--- src/rtl/busrq_arbiter.sv ---
// Two-master DMA arbiter for a Z80 bus: requests BUSRQ, then hands the bus to one
// master at a time, round-robin, with a burst limit that applies only under contention.
module busrq_arbiter #(
  parameter int MAX_BURST = 16
) (
  input  logic       clk,
  input  logic       rst_n,
  input  logic       cen,
  input  logic [1:0] req,
  output logic [1:0] gnt,
  output logic       cpu_busrq_n,
  input  logic       cpu_busack_n,
  output logic       owner,
  output logic       err
);

  // state   | meaning
  // IDLE    | bus left to the CPU, BUSRQ released
  // WAITACK | BUSRQ asserted, waiting for BUSACK
  // GRANT   | one master owns the bus, burst counter running
  // GAP     | one dead cycle between grants, BUSRQ still held
  typedef enum logic [1:0] {IDLE, WAITACK, GRANT, GAP} state_t;

  localparam logic [7:0] LAST = 8'(MAX_BURST - 1);

  state_t     state, state_nx;
  logic [7:0] cnt, cnt_nx;
  logic [1:0] gnt_nx;
  logic       busrq_nx, owner_nx, err_nx;
  logic       winner;

  // Contention goes to the master that did not hold the bus last.
  always_comb begin
    winner = owner;
    case (req)
      2'b01:   winner = 1'b0;
      2'b10:   winner = 1'b1;
      2'b11:   winner = ~owner;
      default: winner = owner;
    endcase
  end

  always_comb begin
    state_nx = state;
    cnt_nx   = cnt;
    gnt_nx   = gnt;
    busrq_nx = cpu_busrq_n;
    owner_nx = owner;
    err_nx   = err;
    case (state)
      IDLE: begin
        gnt_nx = 2'b00;
        if (|req) begin
          busrq_nx = 1'b0;
          state_nx = WAITACK;
        end else begin
          busrq_nx = 1'b1;
        end
      end
      WAITACK: begin
        gnt_nx = 2'b00;
        if (!cpu_busack_n) begin
          if (|req) begin
            gnt_nx   = winner ? 2'b10 : 2'b01;
            owner_nx = winner;
            cnt_nx   = 8'd0;
            state_nx = GRANT;
          end else begin
            state_nx = GAP;
          end
        end else if (req == 2'b00) begin
          busrq_nx = 1'b1;
          state_nx = IDLE;
        end
      end
      GRANT: begin
        if (cpu_busack_n) begin
          gnt_nx   = 2'b00;
          err_nx   = 1'b1;
          busrq_nx = 1'b0;
          state_nx = WAITACK;
        end else if (!req[owner] || (cnt == LAST && req[~owner])) begin
          gnt_nx   = 2'b00;
          state_nx = GAP;
        end else if (cnt != LAST) begin
          cnt_nx = cnt + 8'd1;
        end
      end
      GAP: begin
        gnt_nx = 2'b00;
        if (cpu_busack_n) begin
          err_nx   = 1'b1;
          busrq_nx = 1'b0;
          state_nx = WAITACK;
        end else if (|req) begin
          gnt_nx   = winner ? 2'b10 : 2'b01;
          owner_nx = winner;
          cnt_nx   = 8'd0;
          state_nx = GRANT;
        end else begin
          busrq_nx = 1'b1;
          state_nx = IDLE;
        end
      end
      default: begin
        gnt_nx   = 2'b00;
        busrq_nx = 1'b1;
        state_nx = IDLE;
      end
    endcase
  end

  // Reset wins over cen so a stalled block can still be cleared.
  always_ff @(posedge clk) begin
    if (!rst_n) begin
      state       <= IDLE;
      cnt         <= 8'd0;
      gnt         <= 2'b00;
      cpu_busrq_n <= 1'b1;
      owner       <= 1'b1;
      err         <= 1'b0;
    end else if (cen) begin
      state       <= state_nx;
      cnt         <= cnt_nx;
      gnt         <= gnt_nx;
      cpu_busrq_n <= busrq_nx;
      owner       <= owner_nx;
      err         <= err_nx;
    end
  end

endmodule

--- config.mk ---
export PLATFORM = sky130hd
export DESIGN_NAME = busrq_arbiter
export DESIGN_NICKNAME = d
export VERILOG_FILES = /design/src/rtl/busrq_arbiter.sv
export SDC_FILE = /design/constraint.sdc
export NUM_CORES = 1
export LEC_CHECK = 0
export ABC_CLOCK_PERIOD_IN_PS = 2000
export BUFFER_PORTS_ARGS = -buffer_cell sky130_fd_sc_hd__buf_2
export CORE_MARGIN = 2
export CORE_UTILIZATION = 49
export DETAILED_ROUTE_END_ITERATION = 7
export MAX_ROUTING_LAYER = met4
export PLACE_DENSITY = 0.71
export SETUP_SLACK_MARGIN = 0.2
export SYNTH_ARGS = -nofsm -noshare
export SYNTH_HDL_FRONTEND = slang
export SYNTH_SLANG_ARGS = --single-unit
--- constraint.sdc ---
create_clock -name clk -period 2 [get_ports clk]
set_clock_uncertainty 0.15 [all_clocks]
set_input_delay 0.4 -clock clk [delete_from_list [all_inputs] [get_ports clk]]
set_output_delay 0.4 -clock clk [all_outputs]
set_load 0.02 [all_outputs]
==> impl_metrics.tcl, run 1 <==
set metrics [dict create \
    intPower_mw 0.417 \
    vias 814 \
    syn_inst 101 \
    power_frac_seq 0.540 \
    avgRoutedWirePerCell_um 14.7 \
    path_cells "nor4_4, a211oi_4, and3_2, a221o_1" \
    grt_pass1_vias 783 \
    dieHeight_um 46.0 \
    syn_area_um2 865 \
    powerDensity_mw_per_mm2 564 \
    pwr-share-comb 0.155 \
    dr.pass1.iters 4 \
    grt_max_degree 17 \
    hold_viol_final 0 \
    crit_buf_inv 0 \
    synth-simple-area-share 0.240 \
    reg2regPathDepth 4 \
    min_path_type "in2reg" \
    final_cell_mix "14 x dfxtp_1, 10 x buf_2" \
    async_flop_share 0 \
    switchingPower_mw 0.154 \
    routabilityCongestion 0.837 \
    cts_buffer_depth 2 \
    design.core.area_mm2 0.00169 \
    dieArea_mm2 0.00212 \
    groute.usage.overall 0.227 \
    swShare 0.270 \
    diodes 0 \
    maxCapViolCount 0 \
    final_max_slew_viol_count 0 \
    cts_buffers 3 \
    drtIter0Drc 8 \
    drive_gt1_frac 0.263 \
    startpoint_type "flop" \
    p_leak_nw 0.413 \
    grt_pass1_wl_um 3330 \
    synth_compound_area_frac 0.304 \
    status "finished clean" \
    synth.distinct_cells 35 \
    synthAdderAreaFrac 0.0145 \
    relSlewSlack 0.755 \
    pin_count 11 \
    overflow 0 \
    fin_crit_sh 0.870 \
    hp-start "rst_n" \
    synth-warning-count 0 \
    reg2reg_slack_ps 260 \
    design_area_mm2 0.00101 \
    synth-xor-area-share 0.0101 \
    drc 0 \
    tns_ps 0 \
    clk_latency_ps 290 \
    seqCellArea_um2 302 \
    synth_fp_nets 108 \
    synth_ff_type "dfxtp_1" \
    required_ps 2020 \
    fmax_mhz 575 \
    ant_nets 0 \
    placed_area_um2 955 \
    min_path_cells 2 \
    synth_edf_count 0 \
    finalCriticalPeriod_ps 1740 \
    seq_area_frac_synth 0.347 \
    die_width_um 46.0 \
    avgViaCountPerCell 6.21 \
    multi_input_area_um2 557 \
    pre_cts_ws_ps 137 \
    clock_power_share 0.305 \
    vdd_drop_max_mv 0.260 \
    cts_num_sinks 15 \
    worst-setup-path-type "reg2reg" \
    synth_top_family_by_area "compound AO/OA/AOI/OAI gates" \
    cts.reportedPaths.clkPinSlew_ps 90 \
    rows 15 \
    max_stage_delay_ps 390 \
    setup_viol 0 \
    cts_root_buf "clkbuf_4" \
    detail_route.wirelength_um 1920 \
    start_util 0.512 \
    rr_startpoint "cnt[5]" \
    worst_path_max_delay_cell "dfxtp_1" \
    tightest_slew_ps 365 \
    path_max_fanout 5 \
    r2r_end "cnt[2]" \
    critPathArrivalTime_ps 1760 \
    layout_commonest_cell "dfxtp_1" \
    synth_area_per_cell_um2 8.56 \
    numPortBuffers 10 \
    area_growth_pct 17.1 \
    min_to "cpu_busrq_n" \
    htreeDepth 1 \
    antenna_found_initial 0 \
    path_delay_family "simple AND/OR/NAND/NOR gates" \
    dp_hpwl_um 1300 \
    final_nets 122 \
    fillers 165 \
    grt_setup_unrepaired "true" \
    crit_path_end_kind "flop" \
    cts_tree "done" \
    fin_ws_ps 261 \
    synth_seq_cells 15 \
    synth.mux.area_fraction 0.0362 \
]
worst reg2reg max path, stage by stage (launching register included):
cell and delay, ps:
dfxtp_1 390, nor4_4 380, a211oi_4 130, and3_2 280, a221o_1 300
layout make-up:
type,instances,area share
multi-input combinational,76,0.550
clock buffer,4,0.0260
timing repair buffer,16,0.0939
inverter,3,0.0111
tap,17,0.0210
sequential,15,0.298
power groups by stage:
stage	combinational, mW	clock [mW]	sequential [mW]
finish	0.0884	0.174	0.308
global route	0.0992	0.198	0.309
CTS	0.0848	0.182	0.308
detailed placement	0.0845	0	0.315
global placement	0.0832	0	0.315
floorplan	0.0544	0	0.318
layer usage:
layer  up-vias  track usage  part of all wire
met5         -            -                 0
met3         0       0.0516             0.023
li1        412            -                 -
met4         0        0.131                 0
met2         9        0.319              0.49
met1       393        0.294              0.49
logic make-up (layout without fill, tap and decap cells):
kind of cell | Yosys count | in the layout
simple gates | 36 | 36
compound gates | 35 | 35
flops | 15 | 15
buf+inv | 10 | 23
mux | 3 | 3
fa+ha+maj | 1 | 1
xor+xnor | 1 | 1
worst max path at each step:
stage | depth (start not counted) | end | from | slack (ps)
after floorplan | 6 | cnt[7] | cnt[1] | 210
after global routing | 6 | cnt[5] | cnt[1] | 190
after global placement | 5 | cnt[7] | cpu_busack_n | 180
after CTS | 4 | cnt[2] | cnt[4] | 250
final | 4 | cnt[2] | cnt[5] | 260
after detailed placement | 5 | cnt[6] | cpu_busack_n | 140
flip-flops by register name (all words and copies together) (netlist names):
register / flops
cnt: 8
owner: 1
state: 2
err: 1
gnt: 2
cpu_busrq_n: 1
cells in the mapped netlist, types with 2 or more instances:
cell      instances  area share
a21o_1            3       0.026
a21oi_1           4       0.023
a221o_1           4       0.046
a31oi_1           6       0.043
a41oi_1           3       0.030
and3_1            3       0.022
clkbuf_1          6       0.026
dfxtp_1          15        0.35
inv_1             3       0.013
mux2i_1           2       0.023
nand2_1           6       0.026
nand2b_1          2       0.014
nand3_1           2       0.012
nand4_1           2       0.014
nand4b_1          2       0.020
nor2_1            6       0.026
nor2b_1           4       0.029
nor3_1            4       0.023
o211ai_1          3       0.026
o21ai_0           6       0.035
stage by stage:
stage	std cells	total power, mW	hold slack [ps]	utilization
after floorplan	101	0.373	314	-
after global placement	126	0.398	320	0.565
after detailed placement	126	0.400	323	0.565
after CTS	130	0.575	299	0.586
after global routing	131	0.606	310	0.599
final	131	0.571	320	0.599
repair_timing:
action                                  4_1_cts  5_1_grt
setup buffers                                 0        1
endpoints found under the setup margin        4        3
hold buffers                                  0        0
pin swaps                                     0        2
resized for setup                             1        4
cloned                                        0        0
Power figures use the tool's default switching activity.
==> inputs of run 2 (changes only) <==
==> constraint.sdc (replaced) <==
create_clock -name clk -period 2 [get_ports clk]
set_clock_uncertainty 0.15 [all_clocks]
set_input_delay 0.3 -clock clk [delete_from_list [all_inputs] [get_ports clk]]
set_output_delay 0.3 -clock clk [all_outputs]
set_load 0.02 [all_outputs]
==> run 2 against run 1 <==
Against the previous run: critical endpoint is now cnt[7]; global-route usage decreased by 2.8 points; hold slack worse by 110 ps; highest routed layer is now met4; clock power barely moved; non-clock buffer count shrank 2.
==> impl_metrics.tcl, run 2 (synthesis gave the netlist of run 1 again) <==
set metrics [dict create \
    grt_pass1_vias 690 \
    seqCellArea_um2 300 \
    design_area_um2 992 \
    pin_count 11 \
    p_leak_nw 0.405 \
    rows 15 \
    avgRoutedWirePerCell_um 14.9 \
    path_cells "ha_2, and3_4, a211oi_4, a21oi_2, a221o_1" \
    fillers 155 \
    detail_route.wirelength_um 1930 \
    critPathArrivalTime_ps 1770 \
    stdcell_count 129 \
    worst_path_max_delay_cell "dfxtp_1" \
    dp_hpwl_um 1330 \
    cts_tree "done" \
    path_max_fanout 6 \
    drtIter0Drc 21 \
    start_util 0.512 \
    startpoint_type "flop" \
    fmax_mhz 574 \
    min_path_type "in2reg" \
    dieArea_mm2 0.00212 \
    cts.reportedPaths.clkPinSlew_ps 90 \
    maxCapViolCount 0 \
    largest_reg_flops 8 \
    multi_input_area_um2 552 \
    path_delay_family "compound AO/OA/AOI/OAI gates" \
    cts_root_buf "clkbuf_4" \
    clk_latency_ps 290 \
    cts_buffer_depth 2 \
    die_width_um 46.0 \
    relSlewSlack 0.751 \
    crit_path_end_kind "flop" \
    grt_pass1_wl_um 2970 \
    vdd_drop_max_mv 0.351 \
    reg_top3 "cnt x8, gnt x2, state x2" \
    cts-hold-fix-buffers 0 \
    drive_gt1_frac 0.232 \
    antenna_found_initial 0 \
    area_growth_pct 14.8 \
    cts_num_sinks 15 \
    overflow 0 \
    max_stage_delay_ps 340 \
    grt_max_degree 17 \
    fin_crit_sh 0.870 \
    routabilityCongestion 0.803 \
    vias 812 \
    crit_buf_inv 0 \
    fin_util 0.587 \
    dr.pass1.iters 4 \
    final_cell_mix "15 x dfxtp_1, 10 x buf_2" \
    htreeDepth 1 \
    finalPower_mw 0.569 \
    groute.usage.overall 0.199 \
    tns_ps 0 \
    setup_viol 0 \
    pre_cts_ws_ps 187 \
    ant_nets 0 \
    finalCriticalPeriod_ps 1740 \
    holdWs_ps 212 \
    fin_ws_ps 259 \
    final_max_slew_viol_count 0 \
    powerDensity_mw_per_mm2 573 \
    top_register "cnt" \
    drc 0 \
    hold_viol_final 0 \
    cts_buffers 3 \
    dieHeight_um 46.0 \
    dp.cells 125 \
    diodes 0 \
    tightest_slew_ps 371 \
    layout_commonest_cell "dfxtp_1" \
    worst-setup-path-type "reg2reg" \
    grt_setup_unrepaired "false" \
    final_nets 120 \
    status "finished clean" \
    required_ps 2030 \
    design.core.area_mm2 0.00169 \
    avgViaCountPerCell 6.29 \
    numPortBuffers 10 \
    placed_area_um2 943 \
]
run 2: layout make-up:
class	instances	share of cell area
Inverter	3	0.0113
Clock buffer	3	0.0227
Timing Repair Buffer	14	0.0807
Clock inverter	1	0.00504
Sequential cell	15	0.303
Multi-Input combinational cell	76	0.556
Tap cell	17	0.0214
run 2: power by group:
| group | switching (mW) | leakage, nW | internal (mW) |
|---|---|---|---|
| Clock | 0.101 | 0.0177 | 0.0743 |
| Combinational | 0.0519 | 0.266 | 0.0337 |
| Sequential | 0.00375 | 0.121 | 0.304 |
run 2: final timing paths:
kind	start	end	slack, ps	cells past startpoint
worst min-delay path	rst_n	owner	210	2
worst max-delay path	cnt[1]	cnt[7]	260	5
worst max register to register	cnt[1]	cnt[7]	260	5
worst min register to register	err	err	350	2
run 2: timing repair:
| item | 4_1_cts | 5_1_grt |
|---|---|---|
| pin swaps | 0 | 1 |
| gates cloned | 0 | 0 |
| hold endpoints to repair | 0 | 0 |
| setup buffers | 0 | 0 |
| gates resized for setup | 1 | 2 |
| setup endpoints to repair | 3 | 3 |
run 2: per-layer routing:
layer,wire length [um],track usage
met2,918,0.317
met1,867,0.244
met4,40,0.103
met3,100,0.0238
met5,0,-
run 2: worst reg2reg max path, cell delays in order, from the launching register on:
cell	delay [ps]
dfxtp_1	340
ha_2	190
and3_4	210
a211oi_4	280
a21oi_2	130
a221o_1	330
==> inputs of run 3 (changes only) <==
--- a/config.mk
+++ b/config.mk
@@ -7,7 +7,7 @@
 export LEC_CHECK = 0
 export ABC_CLOCK_PERIOD_IN_PS = 2000
 export BUFFER_PORTS_ARGS = -buffer_cell sky130_fd_sc_hd__buf_2
-export CORE_MARGIN = 2
+export CORE_MARGIN = 5
 export CORE_UTILIZATION = 49
 export DETAILED_ROUTE_END_ITERATION = 7
 export MAX_ROUTING_LAYER = met4
==> run 3 against run 2 <==
Against the previous run: first-iteration DRC count increased by 52%; count of clock-buffer cells in the layout unchanged; power increased by 1.5%; clock power increased by 4%; via count increased by 3.6%; hold slack improved by 1.5 ps; combinational power increased by 4.6%; flip-flop and latch count unchanged; sequential power about the same; register-to-register slack got worse by 60 ps.
==> impl_metrics.tcl, run 3 (synthesis gave the netlist of run 1 again) <==
set metrics [dict create \
    powerDensity_mw_per_mm2 537 \
    worst_path_max_delay_cell "a211oi_4" \
    fin_crit_sh 0.899 \
    crit_path_end_kind "flop" \
    reg2reg_slack_ps 200 \
    drtIter0Drc 32 \
    vias 841 \
    fin_util 0.629 \
    detail_route.wirelength_um 2080 \
    grt_pass1_wl_um 3150 \
    status "finished clean" \
    relSlewSlack 0.714 \
    grt_setup_unrepaired "true" \
    avgViaCountPerCell 5.88 \
    final_nets 126 \
    dp.cells 134 \
    tns_ps 0 \
    die_width_um 52.0 \
    switchingPower_mw 0.164 \
    tightest_slew_ps 417 \
    setup_viol 0 \
    min_path_cells 2 \
    critPathArrivalTime_ps 1830 \
    min_to "owner" \
    cts_buffer_depth 2 \
    start_util 0.506 \
    vdd_drop_max_mv 0.343 \
    cts_num_sinks 15 \
    grt_pass1_vias 719 \
    hp-start "rst_n" \
    reg2regPathDepth 5 \
    clk_latency_ps 290 \
    path_max_fanout 5 \
    swShare 0.285 \
    largest_reg_flops 8 \
    crit_buf_inv 0 \
    stdcell_count 143 \
    dp_hpwl_um 1320 \
    cts.reportedPaths.clkPinSlew_ps 100 \
    maxCapViolCount 0 \
    dieHeight_um 52.0 \
    top_register "cnt" \
    rr_startpoint "cnt[1]" \
    layout_commonest_cell "dfxtp_1" \
    intPower_mw 0.413 \
    r2r_end "cnt[2]" \
    drive_gt1_frac 0.305 \
    avgRoutedWirePerCell_um 14.6 \
    ant_nets 0 \
    max_stage_delay_ps 370 \
    required_ps 2040 \
    hold_viol_final 0 \
    path_delay_family "compound AO/OA/AOI/OAI gates" \
    path_cells "ha_4, and3_4, a211oi_4, a21oi_4, a221o_1" \
    htreeDepth 1 \
    design.core.area_mm2 0.00171 \
    power_frac_seq 0.531 \
    cts-hold-fix-buffers 0 \
    cts_buffers 3 \
    pin_count 11 \
    groute.usage.overall 0.160 \
    rows 15 \
    finalCriticalPeriod_ps 1800 \
    dieArea_mm2 0.00270 \
    reg_top3 "cnt x8, gnt x2, state x2" \
    drc 0 \
    cts_root_buf "clkbuf_4" \
    final_cell_mix "13 x dfxtp_1, 10 x buf_2, 9 x buf_4" \
    numPortBuffers 10 \
    clock_power_share 0.314 \
    startpoint_type "flop" \
    final_max_slew_viol_count 0 \
    diodes 0 \
    overflow 0 \
    cts_tree "done" \
    routabilityCongestion 0.764 \
    grt_max_degree 17 \
    area_growth_pct 24.3 \
    min_path_type "in2reg" \
    pwr-share-comb 0.155 \
    worst-setup-path-type "reg2reg" \
    dr.pass1.iters 6 \
    antenna_found_initial 0 \
    p_leak_nw 0.445 \
    fmax_mhz 556 \
]
-- run 3: what timing repair did --
action / 4_1_cts / 5_1_grt
hold endpoints to repair: 0 / 0
setup buffers: 1 / 4
pin swaps: 1 / 3
resized for setup: 1 / 9
setup endpoints to repair: 4 / 7
-- run 3: per-layer routing --
layer  GRT usage  wire length (um)
met1       0.190               950
met5           -                 0
met4      0.0917                49
met3      0.0258                76
met2       0.255              1010
-- run 3: power by group through the flow --
stage	combinational [mW]	sequential, mW	clock (mW)
floorplan	0.0537	0.318	0
global placement	0.0828	0.315	0
detailed placement	0.0838	0.315	0
CTS	0.0845	0.308	0.189
global route	0.0972	0.308	0.200
finish	0.0895	0.307	0.182
-- run 3: cell type report --
type	count	area, um2
Clock inverter	1	5.00
Inverter	3	11.3
Sequential cell	15	305
Fill cell	148	633
Tap cell	25	31.3
Multi-Input combinational cell	76	571
Timing Repair Buffer	20	129
Clock buffer	3	22.5
-- run 3: worst max path at each step --
stage | startpoint | endpoint | slack [ps] | cells past startpoint
floorplan | cnt[1] | cnt[7] | 210 | 6
global placement | cpu_busack_n | cnt[7] | 200 | 5
detailed placement | cpu_busack_n | cnt[2] | 160 | 5
CTS | cnt[1] | cnt[2] | 260 | 5
global route | cnt[1] | cnt[4] | 160 | 6
finish | cnt[1] | cnt[2] | 200 | 5
-- run 3: stage by stage --
stage	cell area, um2	hold WS [ps]	total power [mW]	setup slack [ps]
after floorplan	882	314	0.372	208
after global placement	961	315	0.398	200
after detailed placement	961	322	0.399	162
after CTS	1000	185	0.581	258
after global routing	1070	219	0.605	156
final	1070	213	0.578	202
